`config.mk`:
```
export PLATFORM = sky130hd
export DESIGN_NAME = riscv_disassembler
export DESIGN_NICKNAME = d
export VERILOG_FILES = /design/src/rtl/riscv_disassembler.sv
export SDC_FILE = /design/constraint.sdc
export NUM_CORES = 1
export LEC_CHECK = 0
export CORE_MARGIN = 10
export CORE_UTILIZATION = 45
export DETAILED_ROUTE_END_ITERATION = 8
export PLACE_DENSITY = 0.76
export SLEW_MARGIN = 30
export SYNTH_ARGS = -nofsm -noshare
export SYNTH_HDL_FRONTEND = slang
export SYNTH_SLANG_ARGS = --single-unit
```
`constraint.sdc`:
```
create_clock -name clk_in -period 11.65 [get_ports clk_in]
set_clock_uncertainty 0.1 [all_clocks]
set_input_delay 2.33 -clock clk_in [delete_from_list [all_inputs] [get_ports clk_in]]
set_output_delay 2.33 -clock clk_in [all_outputs]
set_load 0.02 [all_outputs]
```
`src/rtl/riscv_disassembler.sv`:
```
// Streaming RV32I disassembler: one accepted instruction word becomes a line of
// ASCII assembly text, emitted one registered character per handshake.
module riscv_disassembler (
  input  logic        clk_in,
  input  logic        rst_in,
  input  logic [31:0] inst_in,
  input  logic        inst_valid_in,
  output logic        inst_ready_out,
  output logic [7:0]  char_out,
  output logic        char_valid_out,
  input  logic        char_ready_in,
  output logic        char_last_out,
  output logic        error_out
);

  typedef enum logic [1:0] {S_IDLE, S_MNEM, S_OPS, S_NL} state_e;
  typedef enum logic [2:0] {F_R, F_I, F_LD, F_ST, F_BR, F_J, F_ERR} fmt_e;
  typedef enum logic [2:0] {T_RD, T_RS1, T_RS2, T_IMM, T_COMMA, T_LP, T_RP, T_END} tok_e;

  typedef struct packed {
    logic        illegal;
    logic [39:0] mnem;  // space padded, first character in the top byte
    logic [2:0]  mlen;
    fmt_e        fmt;
    logic [31:0] imm;
  } dec_t;

  function automatic dec_t decode(input logic [31:0] w);
    dec_t       d;
    logic       ok;
    logic [2:0] f3;
    logic [6:0] f7;
    f3 = w[14:12];
    f7 = w[31:25];
    ok = 1'b1;
    d.illegal = 1'b0;
    d.mnem = "???  ";
    d.mlen = 3'd3;
    d.fmt = F_ERR;
    d.imm = {{20{w[31]}}, w[31:20]};
    case (w[6:0])
      7'b0110011: begin
        d.fmt = F_R;
        ok = (f7 == 7'b0000000) || (f7 == 7'b0100000 && (f3 == 3'b000 || f3 == 3'b101));
        case (f3)
          3'b000:  d.mnem = f7[5] ? "sub  " : "add  ";
          3'b001:  d.mnem = "sll  ";
          3'b010:  d.mnem = "slt  ";
          3'b011:  d.mnem = "sltu ";
          3'b100:  d.mnem = "xor  ";
          3'b101:  d.mnem = f7[5] ? "sra  " : "srl  ";
          3'b110:  d.mnem = "or   ";
          default: d.mnem = "and  ";
        endcase
      end
      7'b0010011: begin
        d.fmt = F_I;
        case (f3)
          3'b000: d.mnem = "addi ";
          3'b001: begin
            d.mnem = "slli ";
            d.imm = {27'd0, w[24:20]};
            ok = (f7 == 7'b0000000);
          end
          3'b010: d.mnem = "slti ";
          3'b011: d.mnem = "sltiu";
          3'b100: d.mnem = "xori ";
          3'b101: begin
            d.mnem = f7[5] ? "srai " : "srli ";
            d.imm = {27'd0, w[24:20]};
            ok = (f7 == 7'b0000000) || (f7 == 7'b0100000);
          end
          3'b110:  d.mnem = "ori  ";
          default: d.mnem = "andi ";
        endcase
      end
      7'b0000011: begin
        d.fmt = F_LD;
        case (f3)
          3'b000:  d.mnem = "lb   ";
          3'b001:  d.mnem = "lh   ";
          3'b010:  d.mnem = "lw   ";
          3'b100:  d.mnem = "lbu  ";
          3'b101:  d.mnem = "lhu  ";
          default: ok = 1'b0;
        endcase
      end
      7'b0100011: begin
        d.fmt = F_ST;
        d.imm = {{20{w[31]}}, w[31:25], w[11:7]};
        case (f3)
          3'b000:  d.mnem = "sb   ";
          3'b001:  d.mnem = "sh   ";
          3'b010:  d.mnem = "sw   ";
          default: ok = 1'b0;
        endcase
      end
      7'b1100011: begin
        d.fmt = F_BR;
        d.imm = {{19{w[31]}}, w[31], w[7], w[30:25], w[11:8], 1'b0};
        case (f3)
          3'b000:  d.mnem = "beq  ";
          3'b001:  d.mnem = "bne  ";
          3'b100:  d.mnem = "blt  ";
          3'b101:  d.mnem = "bge  ";
          3'b110:  d.mnem = "bltu ";
          3'b111:  d.mnem = "bgeu ";
          default: ok = 1'b0;
        endcase
      end
      7'b1101111: begin
        d.fmt = F_J;
        d.mnem = "jal  ";
        d.imm = {{11{w[31]}}, w[31], w[19:12], w[20], w[30:21], 1'b0};
      end
      7'b1100111: begin
        d.fmt = F_LD;
        d.mnem = "jalr ";
        ok = (f3 == 3'b000);
      end
      7'b0110111: begin
        d.fmt = F_J;
        d.mnem = "lui  ";
        d.imm = {w[31:12], 12'h000};
      end
      7'b0010111: begin
        d.fmt = F_J;
        d.mnem = "auipc";
        d.imm = {w[31:12], 12'h000};
      end
      default: ok = 1'b0;
    endcase
    if (!ok) begin
      d.illegal = 1'b1;
      d.mnem = "???  ";
      d.fmt = F_ERR;
      d.imm = w;
    end
    d.mlen = (d.mnem[31:24] == 8'h20) ? 3'd1 :
             (d.mnem[23:16] == 8'h20) ? 3'd2 :
             (d.mnem[15:8]  == 8'h20) ? 3'd3 :
             (d.mnem[7:0]   == 8'h20) ? 3'd4 : 3'd5;
    return d;
  endfunction

  // Operand text is a fixed token sequence per format; entry 0 is emitted first.
  function automatic tok_e tok_at(input fmt_e f, input logic [2:0] i);
    logic [7:0][2:0] seq;
    seq = {8{T_END}};
    case (f)
      F_R:     seq[4:0] = {T_RS2, T_COMMA, T_RS1, T_COMMA, T_RD};
      F_I:     seq[4:0] = {T_IMM, T_COMMA, T_RS1, T_COMMA, T_RD};
      F_LD:    seq[5:0] = {T_RP, T_RS1, T_LP, T_IMM, T_COMMA, T_RD};
      F_ST:    seq[5:0] = {T_RP, T_RS1, T_LP, T_IMM, T_COMMA, T_RS2};
      F_BR:    seq[4:0] = {T_IMM, T_COMMA, T_RS2, T_COMMA, T_RS1};
      F_J:     seq[2:0] = {T_IMM, T_COMMA, T_RD};
      default: seq[0] = T_IMM;
    endcase
    return tok_e'(seq[i]);
  endfunction

  // regs = {rs2, rs1, rd}
  function automatic logic [4:0] sel_reg(input tok_e k, input logic [14:0] regs);
    case (k)
      T_RS1:   return regs[9:5];
      T_RS2:   return regs[14:10];
      default: return regs[4:0];
    endcase
  endfunction

  function automatic logic [3:0] tok_len(input tok_e k, input logic [4:0] r);
    case (k)
      T_RD, T_RS1, T_RS2: return (r >= 5'd10) ? 4'd3 : 4'd2;
      T_IMM:              return 4'd10;
      default:            return 4'd1;
    endcase
  endfunction

  function automatic logic [7:0] hex_char(input logic [3:0] n);
    return (n < 4'd10) ? 8'h30 + {4'd0, n} : 8'h37 + {4'd0, n};
  endfunction

  function automatic logic [7:0] tok_char(input tok_e k, input logic [3:0] sub,
                                          input logic [4:0] r, input logic [31:0] imm);
    logic [1:0] tens;
    logic [4:0] ones;
    logic [2:0] ni;
    tens = (r >= 5'd30) ? 2'd3 : (r >= 5'd20) ? 2'd2 : (r >= 5'd10) ? 2'd1 : 2'd0;
    ones = r - {3'd0, tens} * 5'd10;
    ni = 3'(4'd9 - sub);
    case (k)
      T_RD, T_RS1, T_RS2: begin
        if (sub == 4'd0) return "x";
        if (tens != 2'd0 && sub == 4'd1) return 8'h30 + {6'd0, tens};
        return 8'h30 + {3'd0, ones};
      end
      T_IMM: begin
        if (sub == 4'd0) return "0";
        if (sub == 4'd1) return "x";
        return hex_char(imm[{ni, 2'b00} +: 4]);
      end
      T_COMMA: return ",";
      T_LP:    return "(";
      T_RP:    return ")";
      default: return 8'h00;
    endcase
  endfunction

  state_e      state_q, state_d;
  logic [2:0]  tok_q, tok_d;
  logic [3:0]  sub_q, sub_d;
  logic [31:0] inst_q, inst_d;
  fmt_e        fmt_q, fmt_d;
  logic [2:0]  mlen_q, mlen_d;
  logic        err_q, err_d;
  logic [7:0]  char_q, char_d;
  logic        valid_q, valid_d;
  logic        last_q, last_d;

  logic        accept;
  tok_e        cur_tok, nxt_tok, d_tok;
  logic [3:0]  cur_len;
  dec_t        dec_d;

  assign accept = (state_q == S_IDLE) && inst_valid_in;

  always_comb begin
    state_d = state_q;
    tok_d   = tok_q;
    sub_d   = sub_q;
    inst_d  = inst_q;
    cur_tok = tok_at(fmt_q, tok_q);
    nxt_tok = tok_at(fmt_q, tok_q + 3'd1);
    cur_len = tok_len(cur_tok, sel_reg(cur_tok, {inst_q[24:20], inst_q[19:15], inst_q[11:7]}));
    case (state_q)
      S_IDLE: if (inst_valid_in) begin
        inst_d  = inst_in;
        state_d = S_MNEM;
        tok_d   = 3'd0;
        sub_d   = 4'd0;
      end
      S_MNEM: if (char_ready_in) begin
        // the character at index mlen is the separating space
        if (sub_q == {1'b0, mlen_q}) begin
          state_d = S_OPS;
          tok_d   = 3'd0;
          sub_d   = 4'd0;
        end else begin
          sub_d = sub_q + 4'd1;
        end
      end
      S_OPS: if (char_ready_in) begin
        if (sub_q == cur_len - 4'd1) begin
          if (nxt_tok == T_END) begin
            state_d = S_NL;
          end else begin
            tok_d = tok_q + 3'd1;
            sub_d = 4'd0;
          end
        end else begin
          sub_d = sub_q + 4'd1;
        end
      end
      S_NL: if (char_ready_in) state_d = S_IDLE;
      default: state_d = S_IDLE;
    endcase
  end

  // The character for the next position is rendered ahead so char_out is a flop.
  always_comb begin
    dec_d   = decode(inst_d);
    fmt_d   = dec_d.fmt;
    mlen_d  = dec_d.mlen;
    err_d   = accept ? dec_d.illegal : err_q;
    valid_d = (state_d != S_IDLE);
    last_d  = (state_d == S_NL);
    d_tok   = tok_at(dec_d.fmt, tok_d);
    char_d  = 8'h00;
    case (state_d)
      S_MNEM: begin
        case (sub_d)
          4'd0:    char_d = dec_d.mnem[39:32];
          4'd1:    char_d = dec_d.mnem[31:24];
          4'd2:    char_d = dec_d.mnem[23:16];
          4'd3:    char_d = dec_d.mnem[15:8];
          4'd4:    char_d = dec_d.mnem[7:0];
          default: char_d = 8'h20;
        endcase
      end
      S_OPS: char_d = tok_char(d_tok, sub_d,
                               sel_reg(d_tok, {inst_d[24:20], inst_d[19:15], inst_d[11:7]}),
                               dec_d.imm);
      S_NL:    char_d = 8'h0A;
      default: char_d = 8'h00;
    endcase
  end

  always_ff @(posedge clk_in) begin
    if (rst_in) begin
      state_q <= S_IDLE;
      tok_q   <= 3'd0;
      sub_q   <= 4'd0;
      inst_q  <= 32'd0;
      fmt_q   <= F_ERR;
      mlen_q  <= 3'd3;
      err_q   <= 1'b0;
      char_q  <= 8'h00;
      valid_q <= 1'b0;
      last_q  <= 1'b0;
    end else begin
      state_q <= state_d;
      tok_q   <= tok_d;
      sub_q   <= sub_d;
      inst_q  <= inst_d;
      fmt_q   <= fmt_d;
      mlen_q  <= mlen_d;
      err_q   <= err_d;
      char_q  <= char_d;
      valid_q <= valid_d;
      last_q  <= last_d;
    end
  end

  assign inst_ready_out = (state_q == S_IDLE);
  assign char_out       = char_q;
  assign char_valid_out = valid_q;
  assign char_last_out  = last_q;
  assign error_out      = err_q;

endmodule

```
==> impl_metrics.json <==
{
  "arrival_ns": 9.45,
  "fin_crit_sh": 0.798,
  "mostFrequentLayoutCells": "108 x nor2_1, 85 x nand2_1, 57 x dfxtp_1, 53 x o21ai_0, 45 x clkdlybuf4s50_1",
  "status": "finished clean",
  "drtAntennaViolNets": 0,
  "synthArstFlopShare": 0,
  "setup_slack_ns": 2.35,
  "cts_resized": 0,
  "hold_viol": 0,
  "setup_viol": 0,
  "ios": 48,
  "wire_per_inst_um": 20.1,
  "cp-end-kind": "register",
  "syn_inst": 824,
  "leakage_nw": 2.48,
  "dp_slack_ns": 2.07,
  "total_power_w": 0.000669,
  "tightestPinTransition_ns": 0.895,
  "crit_type": "in -> reg",
  "grt_pass1_vias": 6361,
  "r2r-end": "char_out[6]",
  "synth_enable_flop_cells": 0,
  "yosys-top-cells-area": "dfxtp_1 19%, nor2_1 6.8%, mux2i_1 6.4%",
  "ys_seq_elements": 57,
  "hold_path_end": "error_out",
  "drt_pre_antenna_iters": 8,
  "grt_max_degree": 52,
  "drive_gt1_frac": 0.0931,
  "hp-class": "reg -> reg",
  "hold_buffers": 0,
  "die_w_um": 135,
  "die_y_um": 135,
  "syn_area_mm2": 0.00597,
  "path_cells": "clkdlybuf4s50_1 > nor3b_4 > buf_4 > mux2_2 > o2111ai_1 > o31a_1 > and3_1 > nand2_1 > o211ai_1 > a211oi_1 > nor2_1 > o21ai_0 > o32a_2 > o21ai_1 > ha_1 > a21o_1 > a21o_1 > or3_4 > a41o_1 > a221oi_2",
  "critPathRequiredTime_ns": 11.80,
  "fp-row-count": 42,
  "totalWireLength_um": 20600,
  "ys_seq_area_frac": 0.191,
  "drc": 0,
  "syn_to_final_growth_pct": 13.9,
  "synth_cell_types": 99,
  "crit_top_cell": "a21o_1",
  "vias": 6797,
  "place_congestion": 1.03,
  "nFillCells": 1296,
  "fmax_mhz": 108,
  "multi_input_area_mm2": 0.00452,
  "regArea_mm2": 0.00114,
  "htreeDepth": 3,
  "maxCapViolCount": 0,
  "min_period_ns": 9.30,
  "hold-worst-slack_ns": 0.360,
  "min_from": "error_out",
  "clk_latency_ns": 0.34,
  "num_antenna_cells": 0,
  "vdd_ir_drop_max_mv": 0.0622,
  "start_util": 0.455,
  "rsz0062_at_grt": "no",
  "powerDensity_mw_per_mm2": 98.3,
  "portBuffers": 46,
  "cts-buffers-inserted": 9,
  "max_stage_delay_ns": 0.81,
  "max_slew_margin": 0.386,
  "grt.total_usage": 0.222,
  "nNetsFinal": 887,
  "startpoint_type": "input pin",
  "root_buffer": "clkbuf_16",
  "avgSynthCellArea_um2": 7.25,
  "worstHoldPathCells": 2,
  "cp_max_fo": 15,
  "die_area_mm2": 0.0183,
  "antenna_found_initial": 0,
  "synth.top_cell.area_share": 0.191,
  "clk_pin_slew_ns": 0.06,
  "cts_max_path_buffers": 2,
  "core_area_mm2": 0.0131,
  "maxSlewViolCount": 0,
  "layout_commonest_cell": "nor2_1",
  "grt_pass1_wl_um": 33200,
  "globalRouteOverflowTotal": 0,
  "first_iter_violations": 824,
  "clock_sinks": 57,
  "cts_tree": "built",
  "post_cts_buffers": 0,
  "vias_per_cell": 6.63,
  "ys_warn_count": 0,
  "r2r_slack_ns": 4.32,
  "r2r_start": "state_q[1]",
  "tns_ns": 0,
  "dpl.hpwl_um": 15600,
  "syn_nets": 867,
  "rr_worst_depth": 19,
  "synthFlopType": "dfxtp_1",
  "critPathSlowestCell": "nor3b_4",
  "synth_largest_area_cell": "dfxtp_1"
}
[through the flow]
step	cells	area [um2]	util
floorplan	824	5970	-
global placement	1009	6490	0.494
detailed placement	1009	6490	0.494
CTS	1025	6800	0.517
global route	1025	6800	0.518
finish	1025	6800	0.518
[synth_stat cells, types with 11 or more instances]
cell and number:
o21ai_0 53, o22ai_1 11, nor2_1 108, mux2i_1 38, nand4_1 11, nor3_1 44
nand2_1 85, clkbuf_1 33, a211oi_1 14, inv_1 16, a31oi_1 21, dfxtp_1 57
a21oi_1 41, nand3_1 24
[routing by layer]
layer	GRT usage	share of wire	up-vias
li1	-	-	3185
met1	0.284	0.41	3145
met2	0.353	0.46	387
met3	0.0282	0.087	80
met4	0.122	0.049	0
met5	0	0	-
[worst max-delay path: cells and delay by family]
kind	cells	cell delay, ns
adder cells (fa/ha/maj)	1	0.31
multiplexers	1	0.44
AND/OR/NAND/NOR	5	2.55
AO/OA/AOI/OAI	11	2.88
buffers and inverters	2	0.93
[worst max path at each step]
stage / slack [ns] / to / startpoint / depth (start not counted)
2_1_floorplan: 4.42 / char_out[6] / inst_valid_in / 22
3_3_place_gp: 2.21 / char_out[6] / inst_valid_in / 21
3_5_place_dp: 2.07 / char_out[6] / inst_valid_in / 20
4_1_cts: 2.39 / char_out[6] / inst_valid_in / 20
5_1_grt: 1.84 / char_out[6] / inst_valid_in / 20
6_report: 2.35 / char_out[6] / inst_valid_in / 20
[cell families (layout without fill, tap and decap cells)]
kind of cell             after synthesis  count (layout)  share of synthesized area
AO/OA/AOI/OAI                        269             269                      0.329
XOR/XNOR                              13              13                     0.0203
adder cells (fa/ha/maj)                7               7                     0.0159
buffers and inverters                 67              92                     0.0524
flip-flops                            57              57                      0.191
multiplexers                          50              50                     0.0888
other                                  1               1                   0.000628
AND/OR/NAND/NOR                      360             360                      0.302
[where the power goes]
group / switching (W) / internal, W
registers: 0.00000781 / 0.000205
logic: 0.000112 / 0.0000715
clock network: 0.000105 / 0.000167
[state kept, by name, summed over array words and instances, names as in the netlist]
register	cells
state_q	2
mlen_q	3
error_out	1
char_valid_out	1
fmt_q	3
char_last_out	1
sub_q	4
tok_q	3
inst_q	32
char_out	7
[final cells by class]
class / count / area share
Clock buffer: 9 / 0.0331
Clock inverter: 7 / 0.0114
Inverter: 18 / 0.00993
Multi-Input combinational cell: 700 / 0.665
Sequential cell: 57 / 0.168
Tap cell: 176 / 0.0324
Timing Repair Buffer: 58 / 0.0805
No activity file was read; power rests on OpenSTA's default activity.
==> RTL edit, RTL diff (same flow settings) <==
Encoding of `fmt_e`: now one-hot (7 bits for 7 values).
--- a/src/rtl/riscv_disassembler.sv
+++ b/src/rtl/riscv_disassembler.sv
@@ -14,7 +14,7 @@
 );
 
   typedef enum logic [1:0] {S_IDLE, S_MNEM, S_OPS, S_NL} state_e;
-  typedef enum logic [2:0] {F_R, F_I, F_LD, F_ST, F_BR, F_J, F_ERR} fmt_e;
+  typedef enum logic [6:0] {F_R = 7'b0000001, F_I = 7'b0000010, F_LD = 7'b0000100, F_ST = 7'b0001000, F_BR = 7'b0010000, F_J = 7'b0100000, F_ERR = 7'b1000000} fmt_e;
   typedef enum logic [2:0] {T_RD, T_RS1, T_RS2, T_IMM, T_COMMA, T_LP, T_RP, T_END} tok_e;
 
   typedef struct packed {
Function: same outputs for any inputs over 4 cycles, from zero or initial values and one cycle with rst_in high; so few cycles prove little.
==> RTL edit against the unedited design <==
  * Count of clock-buffer cells in the layout increased by 3
  * Worst setup slack got worse by 0.41 ns
  * Synthesized area increased by 0.80%
  * Register-to-register slack got worse by 0.35 ns
  * Critical path depth increased by 5
  * Wire length increased by 2.0%
  * Final area increased by 0.81%
  * Sequential cell count increased by 4
  * Worst hold slack got worse by 0.0091 ns
  * Critical endpoint is now char_out[5]
  * Largest cell class unchanged
  * Highest routed layer unchanged
Power is not compared: it rests on default switching activity, and its combinational part moved more than twofold at a synthesized area within 25%.
==> RTL edit: results (changes against the unedited design) <==
** Status
- Outcome :: finished clean

** Route
- Routed wire length :: 21000 um (+2.0%)
- DRC marker count from the first detailed-route iteration :: 987 (+20%)
- The wire length on met1 is 8650 um (+3.0%).
- Detailed route wirelength on metal2 :: 9620 um (+2.4%)
- The iteration count of the initial detailed-routing pass came to 9 (+1).
- Total met3 wirelength after detailed routing :: 1990 um (+11%)
- Vias per std cell :: 6.59 (-0.55%)

** Hold path
- The path class of the tightest hold or removal check is reg2reg.

** GRT
- The number of antenna violations at the first check in global routing was 0 (unchanged).
- The global-route wire length before repair is 33000 um (-0.54%).
- The overall routing resource usage came to 22.0% (-0.20 points).
- Via count of the first global-routing pass :: 6313 (-0.75%)

** Synthesis
- Number of distinct library cells after synthesis :: 84 (-15%)
- The share of the yosys chip area belonging to registers came to 20.3% (+1.2 points).
- Post-synth net total :: 906 (+4.5%)
- The number of warning messages in the yosys log came to 0 (unchanged).
- The most used flip-flop cell after synthesis is dfxtp_1.
- Ranked by instance count, the synthesized netlist is headed by 111 x nor2_1, 89 x nand2_1, 74 x o21ai_0.
- Largest cells by area after synthesis :: dfxtp_1 20%, nor2_1 6.9%, o21ai_0 6.2%

** Final layout
- The ratio of cells with drive above 1 in the final layout is 6.80% (-2.5 points).
- Nets :: 920 (+3.7%)

** Worst setup path
- Worst setup path endpoint :: char_out[5]
- The worst-case reg-to-reg path depth came to 24 (+5).
- Kind of cell adding the most delay to the critical path :: simple AND/OR/NAND/NOR gates
- The slowest stage of the critical path is the nor4_1 cell.
- Worst r2r src :: state_q[0]
- The maximum cell stage delay along the critical path came to 0.78 ns (-0.03 ns).
- The data arrival time of the critical path was 9.86 ns (+0.41 ns).
- Slack of the worst reg-to-reg path :: 3.97 ns (-0.35 ns)
- The maximum net fanout on the critical path was 44 (+29).

** STA
- Period utilisation layout :: 83.4% (+3.6 points)
- Slew margin rel. :: 35.5% (-3.1 points)

** Place
- Placer Congestion :: 0.974 (-5.7%)
- The port buffer count is 46 (unchanged).
- The sum of net half-perimeters after detailed placement came to 15400 um (-1.7%).
- The setup slack after placement was 1.82 ns (-0.247 ns).

** Power
- Worst IR drop on VDD :: 0.0558 mV

** CTS
- The number of resized instances in the post-cts repair step was 0 (unchanged).
## RTL edit: changes by cell type in the layout (fill, tap and decap cells not counted), sizes merged, moves of 5 or more
cell	delta
o21ai	+16
a21oi	+11
nor3	-10
nand4b	-8
inv	+7
nor4	+6
o31ai	-6
xnor2	-6
xor2	+6
nor2b	+5
o2111ai	+5
o211a	+5
o41ai	+5
## RTL edit: worst min-delay path by stage
stage / cells after the start / to / slack [ns] / start
floorplan: 2 / inst_q[15] / 0.37 / inst_q[15]
global placement: 2 / error_out / 0.35 / error_out
detailed placement: 2 / error_out / 0.35 / error_out
CTS: 2 / error_out / 0.35 / error_out
global route: 2 / error_out / 0.37 / error_out
finish: 2 / error_out / 0.35 / error_out
## RTL edit: cell families after synthesis
kind of cell	synth area share (%)
compound gates	33.7
buf+inv	5.92
fa+ha+maj	1.58
xor+xnor	2.02
other cells	0.0623
simple gates	28.6
flops	20.3
mux	7.92
## RTL edit: power by group
part	total [mW]	switching, mW	internal [mW]
clock	0.265	0.0949	0.170
sequential	0.247	0.0168	0.231
combinational	0.415	0.260	0.155
## RTL edit: per-layer routing
| metal | GRT usage [%] | up-vias |
|---|---|---|
| li1 | - | 3283 |
| met1 | 27.9 | 3211 |
| met5 | 0 | - |
| met2 | 35.3 | 409 |
| met4 | 9.57 | 0 |
| met3 | 4.12 | 74 |
## RTL edit: area by class of cell
cell class | count | area (um2)
inverter | 25 | 93.8
clock inverter | 4 | 47.5
sequential | 61 | 1220
tap | 176 | 220
timing repair buffer | 59 | 566
clock buffer | 12 | 246
multi-input combinational | 721 | 4460
fill | 1274 | 6330
## RTL edit: tightest hold or removal path, stage by stage (launching register included)
cell	delay (ns)
dfxtp_1	0.30
nand2_1	0.05
a21oi_1	0.05
## RTL edit: per-stage QoR
stage	instance area [um2]	util [%]	hold slack (ns)	total power [mW]	instances
after CTS	6830	51.8	0.353	0.920	1057
after global placement	6540	49.6	0.346	0.653	1041
after detailed placement	6540	49.6	0.348	0.652	1041
after floorplan	6020	-	0.369	0.530	863
final	6860	52.0	0.350	0.928	1058
after global routing	6860	52.0	0.374	0.979	1058
